===== src/rtl/if_unit_pf_if.sv =====
// Bus bundle for the fetch stage: instruction-cache port, decode-side head
// outputs and the downstream redirect/stall controls.
interface if_unit_pf_if #(
  parameter int XLEN  = 32,
  parameter int DEPTH = 2
);
  localparam int CW = $clog2(DEPTH) + 1;

  logic [XLEN-1:0] IMEM_ADDR;
  logic            IMEM_READ;
  logic [XLEN-1:0] IMEM_INSTR;
  logic            IMEM_BUSYWAIT;
  logic            STALL;
  logic            REDIRECT;
  logic [XLEN-1:0] REDIRECT_PC;
  logic            ID_VALID;
  logic [XLEN-1:0] ID_PC;
  logic [XLEN-1:0] ID_INSTRUCTION;
  logic [CW-1:0]   QUEUE_COUNT;

  modport master (
    output IMEM_ADDR, IMEM_READ, ID_VALID, ID_PC, ID_INSTRUCTION, QUEUE_COUNT,
    input  IMEM_INSTR, IMEM_BUSYWAIT, STALL, REDIRECT, REDIRECT_PC
  );

  modport slave (
    input  IMEM_ADDR, IMEM_READ, ID_VALID, ID_PC, ID_INSTRUCTION, QUEUE_COUNT,
    output IMEM_INSTR, IMEM_BUSYWAIT, STALL, REDIRECT, REDIRECT_PC
  );
endinterface


===== src/rtl/if_unit_pf.sv =====
// Instruction-fetch stage with a prefetch queue between the busywait cache and
// decode; redirects flush the queue and let an in-flight miss drain unused.
module if_unit_pf #(
  parameter int              XLEN     = 32,
  parameter int              DEPTH    = 2,
  parameter logic [XLEN-1:0] RESET_PC = {XLEN{1'b0}}
) (
  input  logic          CLK,
  input  logic          RESET,
  if_unit_pf_if.master  bus
);
  localparam int PW = $clog2(DEPTH);
  localparam int CW = PW + 1;

  typedef enum logic [0:0] {
    ST_FETCH = 1'b0,
    ST_DRAIN = 1'b1
  } state_e;

  state_e          state_q, state_d;
  logic [XLEN-1:0] fetch_pc_q, fetch_pc_d;
  logic [XLEN-1:0] drain_addr_q, drain_addr_d;
  logic [XLEN-1:0] pc_mem_q [DEPTH];
  logic [XLEN-1:0] pc_mem_d [DEPTH];
  logic [XLEN-1:0] ins_mem_q [DEPTH];
  logic [XLEN-1:0] ins_mem_d [DEPTH];
  logic [PW-1:0]   head_q, head_d;
  logic [PW-1:0]   tail_q, tail_d;
  logic [CW-1:0]   count_q, count_d;

  logic            imem_read_s;
  logic            accept_s;
  logic            pop_s;
  logic            id_valid_s;
  logic [XLEN-1:0] redirect_pc_s;

  // Request, handshake and head-of-queue decode from current state
  always_comb begin
    id_valid_s    = (count_q != {CW{1'b0}});
    redirect_pc_s = {bus.REDIRECT_PC[XLEN-1:2], 2'b00};
    if (state_q == ST_DRAIN) begin
      imem_read_s = 1'b1;
    end else begin
      imem_read_s = (count_q < CW'(DEPTH));
    end
    accept_s = (state_q == ST_FETCH) && imem_read_s && !bus.IMEM_BUSYWAIT;
    pop_s    = id_valid_s && !bus.STALL;
  end

  assign bus.IMEM_READ      = imem_read_s & ~RESET;
  assign bus.IMEM_ADDR      = (state_q == ST_DRAIN) ? drain_addr_q : fetch_pc_q;
  assign bus.ID_VALID       = id_valid_s;
  assign bus.ID_PC          = id_valid_s ? pc_mem_q[head_q]  : {XLEN{1'b0}};
  assign bus.ID_INSTRUCTION = id_valid_s ? ins_mem_q[head_q] : {XLEN{1'b0}};
  assign bus.QUEUE_COUNT    = count_q;

  // Next-state: redirect flush/abort first, otherwise queue push/pop and drain exit
  always_comb begin
    state_d      = state_q;
    fetch_pc_d   = fetch_pc_q;
    drain_addr_d = drain_addr_q;
    pc_mem_d     = pc_mem_q;
    ins_mem_d    = ins_mem_q;
    head_d       = head_q;
    tail_d       = tail_q;
    count_d      = count_q;

    if (bus.REDIRECT) begin
      head_d     = {PW{1'b0}};
      tail_d     = {PW{1'b0}};
      count_d    = {CW{1'b0}};
      fetch_pc_d = redirect_pc_s;
      // A miss still owns the cache port: park its address and wait it out.
      if ((state_q == ST_FETCH) && imem_read_s && bus.IMEM_BUSYWAIT) begin
        state_d      = ST_DRAIN;
        drain_addr_d = fetch_pc_q;
      end else if ((state_q == ST_DRAIN) && !bus.IMEM_BUSYWAIT) begin
        state_d = ST_FETCH;
      end else begin
        state_d = state_q;
      end
    end else begin
      if (pop_s) begin
        head_d = head_q + PW'(1);
      end else begin
        head_d = head_q;
      end
      if (accept_s) begin
        pc_mem_d[tail_q]  = fetch_pc_q;
        ins_mem_d[tail_q] = bus.IMEM_INSTR;
        tail_d            = tail_q + PW'(1);
        fetch_pc_d        = fetch_pc_q + XLEN'(4);
      end else begin
        tail_d     = tail_q;
        fetch_pc_d = fetch_pc_q;
      end
      count_d = count_q + CW'(accept_s) - CW'(pop_s);
      case (state_q)
        ST_FETCH: state_d = ST_FETCH;
        ST_DRAIN: begin
          if (!bus.IMEM_BUSYWAIT) begin
            state_d = ST_FETCH;
          end else begin
            state_d = ST_DRAIN;
          end
        end
        default: state_d = ST_FETCH;
      endcase
    end
  end

  // State registers with asynchronous reset
  always_ff @(posedge CLK or posedge RESET) begin
    if (RESET) begin
      state_q      <= ST_FETCH;
      fetch_pc_q   <= RESET_PC;
      drain_addr_q <= {XLEN{1'b0}};
      head_q       <= {PW{1'b0}};
      tail_q       <= {PW{1'b0}};
      count_q      <= {CW{1'b0}};
      for (int i = 0; i < DEPTH; i++) begin
        pc_mem_q[i]  <= {XLEN{1'b0}};
        ins_mem_q[i] <= {XLEN{1'b0}};
      end
    end else begin
      state_q      <= state_d;
      fetch_pc_q   <= fetch_pc_d;
      drain_addr_q <= drain_addr_d;
      head_q       <= head_d;
      tail_q       <= tail_d;
      count_q      <= count_d;
      pc_mem_q     <= pc_mem_d;
      ins_mem_q    <= ins_mem_d;
    end
  end
endmodule

===== src/flat_wrapper.sv =====
// flat-port wrapper written by rule: the top's interface ports become plain ports
module if_unit_pf_flat 
#(
  parameter int              XLEN     = 32,
  parameter int              DEPTH    = 2,
  parameter logic [XLEN-1:0] RESET_PC = {XLEN{1'b0}}
)
  (CLK, RESET, bus_IMEM_ADDR, bus_IMEM_READ, bus_ID_VALID, bus_ID_PC, bus_ID_INSTRUCTION, bus_QUEUE_COUNT, bus_IMEM_INSTR, bus_IMEM_BUSYWAIT, bus_STALL, bus_REDIRECT, bus_REDIRECT_PC);
  if_unit_pf_if #(.XLEN(XLEN), .DEPTH(DEPTH)) bus_i ();
  input  logic CLK;
  input  logic RESET;
  output wire logic [$bits(bus_i.IMEM_ADDR)-1:0] bus_IMEM_ADDR;
  output wire logic [$bits(bus_i.IMEM_READ)-1:0] bus_IMEM_READ;
  output wire logic [$bits(bus_i.ID_VALID)-1:0] bus_ID_VALID;
  output wire logic [$bits(bus_i.ID_PC)-1:0] bus_ID_PC;
  output wire logic [$bits(bus_i.ID_INSTRUCTION)-1:0] bus_ID_INSTRUCTION;
  output wire logic [$bits(bus_i.QUEUE_COUNT)-1:0] bus_QUEUE_COUNT;
  input wire logic [$bits(bus_i.IMEM_INSTR)-1:0] bus_IMEM_INSTR;
  input wire logic [$bits(bus_i.IMEM_BUSYWAIT)-1:0] bus_IMEM_BUSYWAIT;
  input wire logic [$bits(bus_i.STALL)-1:0] bus_STALL;
  input wire logic [$bits(bus_i.REDIRECT)-1:0] bus_REDIRECT;
  input wire logic [$bits(bus_i.REDIRECT_PC)-1:0] bus_REDIRECT_PC;
  assign bus_IMEM_ADDR = bus_i.IMEM_ADDR;
  assign bus_IMEM_READ = bus_i.IMEM_READ;
  assign bus_ID_VALID = bus_i.ID_VALID;
  assign bus_ID_PC = bus_i.ID_PC;
  assign bus_ID_INSTRUCTION = bus_i.ID_INSTRUCTION;
  assign bus_QUEUE_COUNT = bus_i.QUEUE_COUNT;
  assign bus_i.IMEM_INSTR = bus_IMEM_INSTR;
  assign bus_i.IMEM_BUSYWAIT = bus_IMEM_BUSYWAIT;
  assign bus_i.STALL = bus_STALL;
  assign bus_i.REDIRECT = bus_REDIRECT;
  assign bus_i.REDIRECT_PC = bus_REDIRECT_PC;
  if_unit_pf #(.XLEN(XLEN), .DEPTH(DEPTH), .RESET_PC(RESET_PC)) u_core (.CLK(CLK), .RESET(RESET), .bus(bus_i));
endmodule

===== config.mk =====
export PLATFORM = sky130hd
export DESIGN_NAME = if_unit_pf_flat
export DESIGN_NICKNAME = d
export VERILOG_FILES = /design/src/rtl/if_unit_pf_if.sv /design/src/rtl/if_unit_pf.sv /design/src/flat_wrapper.sv
export SDC_FILE = /design/constraint.sdc
export NUM_CORES = 1
export LEC_CHECK = 0
export BUFFER_PORTS_ARGS = -buffer_cell sky130_fd_sc_hd__buf_2
export CAP_MARGIN = 25
export CORE_UTILIZATION = 45
export CTS_BUF_LIST = sky130_fd_sc_hd__clkbuf_16
export DETAILED_ROUTE_END_ITERATION = 10
export PLACE_DENSITY_LB_ADDON = 0.3
export SLEW_MARGIN = 10
export SYNTH_ARGS = -nofsm -noshare
export SYNTH_HDL_FRONTEND = slang
export SYNTH_SLANG_ARGS = --single-unit

===== constraint.sdc =====
create_clock -name CLK -period 7.4 [get_ports CLK]
set_input_delay 1.11 -clock CLK [delete_from_list [all_inputs] [get_ports CLK]]
set_output_delay 1.11 -clock CLK [all_outputs]
set_load 0.02 [all_outputs]

==> run metrics <==
GRT overflow 0; share of the synthesized area in the top cell type 0.5243; layout net count 939; unrepaired setup endpoints after global routing no; Worst-path clk slew 70 ps; Ys Warns 0; clk sinks 189; Worst Setup SP u_core.head_q; post-place setup slack around 4100 ps; setup TNS 0 ps; First DRT Iteration DRCs 213; gr usage total 0.1976; Post-CTS Hold Buffers 0; Top FF cell, synth dfrtp_1; # setup viols final 0; Final GP Congestion 0.7378; clock tree buffer depth 2; placed cell area ~0.01 sq mm; VDD IR max 0.1850 mV; antenna violations before repair 0; cell taking the most area after synthesis dfrtp_1; CP Max Fanout 33; Vias per Instance slightly above 5; Final Instance Count excl. Fillers between 1,000 and 1,500; Final Hold Vio Count 0; pin count of the biggest net entering global routing roughly 130; Die Span X approximately 140 um; status finished, final reports clean; WL/cell around 17 um; vias post-DR 5,883; Final Cycle Share 0.4795; TritonCTS clock tree yes; Area contributors post-synth dfrtp_1 52%, mux2_2 22%, mux2i_1 7.0%; placed cell count approximately 1,100; leakage power around 4.8 nW; Final HPWL DP between 10,000 and 15,000 um; Yosys cell types 37; die area between 0.02 and 0.025 sq mm; Root Buffer clkbuf_16; Highest Clock Rate 0.2818 GHz; htree depth 4; Worst Path Required about 6300 ps; Max-Cap Viols 0; Starting Density 0.4619; postcts setup bufs 0; Clock Skew about 12 ps; worst hold margin 483.8 ps; async set-reset flop share out of synthesis 1.000; Resize count post-CTS 0; Worst-Skew Late Latency 430 ps; mapped cell area between 0.009 and 0.01 sq mm; Fillers 1,745; vias in the first global route 5,842; critical-path cell list buf_4 -> mux2i_1 -> nor2_1 -> buf_2; worst slew pin tran 961.2 ps; CP peak stage delay 820 ps; Arrival @ worst endpoint approximately 2400 ps; critical path class register to primary output; final setup margin 3852 ps; DRC violations left 0; Post-synth EDFFs 0; Synth Instances about 730; Final Max Slew Viols 0; min cycle time layout roughly 3500 ps; Cell Pwr Density between 400 and 500 mW/mm^2; register bit total from synthesis ~190; core footprint about 0.02 sq mm; Num CTS Buffers 17; post-route design area approximately 0.011 sq mm; sequential share of the synthesized area 0.5243; # port buffers about 160; area delta synth->final 17.23%; hold crit path type register to register; headroom to the max-slew limit 0.3592; RR Startpoint u_core.state_q; synthesized area per cell roughly 12 sq um; drt pass-1 iters 4; diodes inserted 0; Hold Path Depth 2; layout cells sized above 1 0.4466; first-pass GRT wire length just over 30,000 um; Crit-path slowest cell dfrtp_4; startpoint types register; CP endpoint kind primary output; die height roughly 140 um; reg2reg path depth 5; Rows just over 50; WL final just under 20,000 um; Hold Startpoint u_core.pc_mem_q[30]; Final ANT Viol Nets 0; io pins 169
## cell families (layout without fill, tap and decap cells)
family | count (synthesis) | after routing | synth area share
multiplexers | 242 | 242 | 0.2934
flip-flops | 189 | 189 | 0.5243
AND/OR/NAND/NOR | 161 | 161 | 0.08905
AO/OA/AOI/OAI | 37 | 37 | 0.02081
other | 1 | 4 | 0.0004157
XOR/XNOR | 33 | 33 | 0.03204
adder cells (fa/ha/maj) | 3 | 3 | 0.004162
buffers and inverters | 67 | 211 | 0.03579
## layout by cell type (no fill, tap or decap), types with 6 or more instances in the layout
cell type,count
clkbuf_16,17
xnor2_1,20
buf_4,9
mux2_2,179
inv_1,9
nor2_1,71
xor2_1,13
and4_1,6
nand3_1,7
mux2i_1,63
dfrtp_1,187
nand2_1,44
o21ai_1,10
o21ai_0,25
nand4_1,6
buf_2,162
## Yosys cell counts (2+ instances only)
| library cell | instances |
|---|---|
| and3_1 | 2 |
| and4_1 | 6 |
| xor2_1 | 13 |
| nand4_2 | 2 |
| nor2_1 | 72 |
| ha_1 | 3 |
| nor3_1 | 5 |
| nand4_1 | 6 |
| nand2_1 | 44 |
| mux2i_1 | 63 |
| and2_1 | 4 |
| nand3_1 | 7 |
| nor3b_1 | 2 |
| mux2_2 | 179 |
| clkbuf_2 | 2 |
| o21ai_1 | 10 |
| buf_1 | 2 |
| o21ai_0 | 25 |
| nor4_4 | 2 |
| xnor2_1 | 20 |
| inv_1 | 8 |
| dfrtp_1 | 189 |
| buf_6 | 2 |
| buf_2 | 10 |
| nor2b_1 | 2 |
| clkbuf_1 | 32 |
| buf_4 | 11 |
## routing by layer
layer | up-vias | GRT usage | routed length [um]
met3 | 16 | 0.05265 | 995
met2 | 137 | 0.3181 | 9217
met4 | 0 | 0.05039 | 178
met5 | - | 0 | 0
met1 | 2936 | 0.2639 | 8842
li1 | 2794 | - | -
## report_power, final
group | switching [mW] | internal [mW] | leakage [nW]
Clock | 0.398 | 0.531 | 0.294
Sequential | 0.288 | 1.47 | 2.30
Combinational | 0.850 | 0.761 | 2.23
## worst paths after layout
| path | endpoint | slack [ps] |
|---|---|---|
| setup reg to reg | u_core.fetch_pc_q[25] | 4510 |
| hold / removal | u_core.pc_mem_q[30] | 480 |
| max in group asynchronous | u_core.head_q | 5050 |
| min in group asynchronous | u_core.ins_mem_q[8] | 880 |
| hold reg to reg | u_core.pc_mem_q[30] | 480 |
| setup / recovery | bus_ID_PC[18] | 3850 |
## flip-flops by register name (all words and copies together) (netlist names)
| register | cells |
|---|---|
| u_core.bus.QUEUE_COUNT | 2 |
| u_core.drain_addr_q | 30 |
| u_core.fetch_pc_q | 30 |
| u_core.head_q | 1 |
| u_core.ins_mem_q | 64 |
| u_core.pc_mem_q | 60 |
| u_core.state_q | 1 |
| u_core.tail_q | 1 |
## layout make-up
| type | instances | area, sq um | area share |
|---|---|---|---|
| Clock buffer | 17 | 425.4 | 0.04023 |
| Inverter | 8 | 37.54 | 0.003550 |
| Sequential cell | 189 | 4735 | 0.4478 |
| Timing Repair Buffer | 171 | 878.3 | 0.08307 |
| Clock inverter | 15 | 170.2 | 0.01609 |
| Multi-Input combinational cell | 480 | 3996 | 0.3779 |
| Tap cell | 265 | 331.6 | 0.03136 |
## worst max-delay path, delay by kind of cell (launching register included)
family | cells | cell delay (ps)
multiplexers | 1 | 270
AND/OR/NAND/NOR | 1 | 80
flip-flops | 1 | 820
buffers and inverters | 2 | 820
## stage by stage
step,utilization,power [mW]
after CTS,0.5415,4.365
after floorplan,-,2.940
final,0.5415,4.303
after global routing,0.5415,4.591
after global placement,0.5110,3.377
after detailed placement,0.5110,3.427
Power figures use the tool's default switching activity.
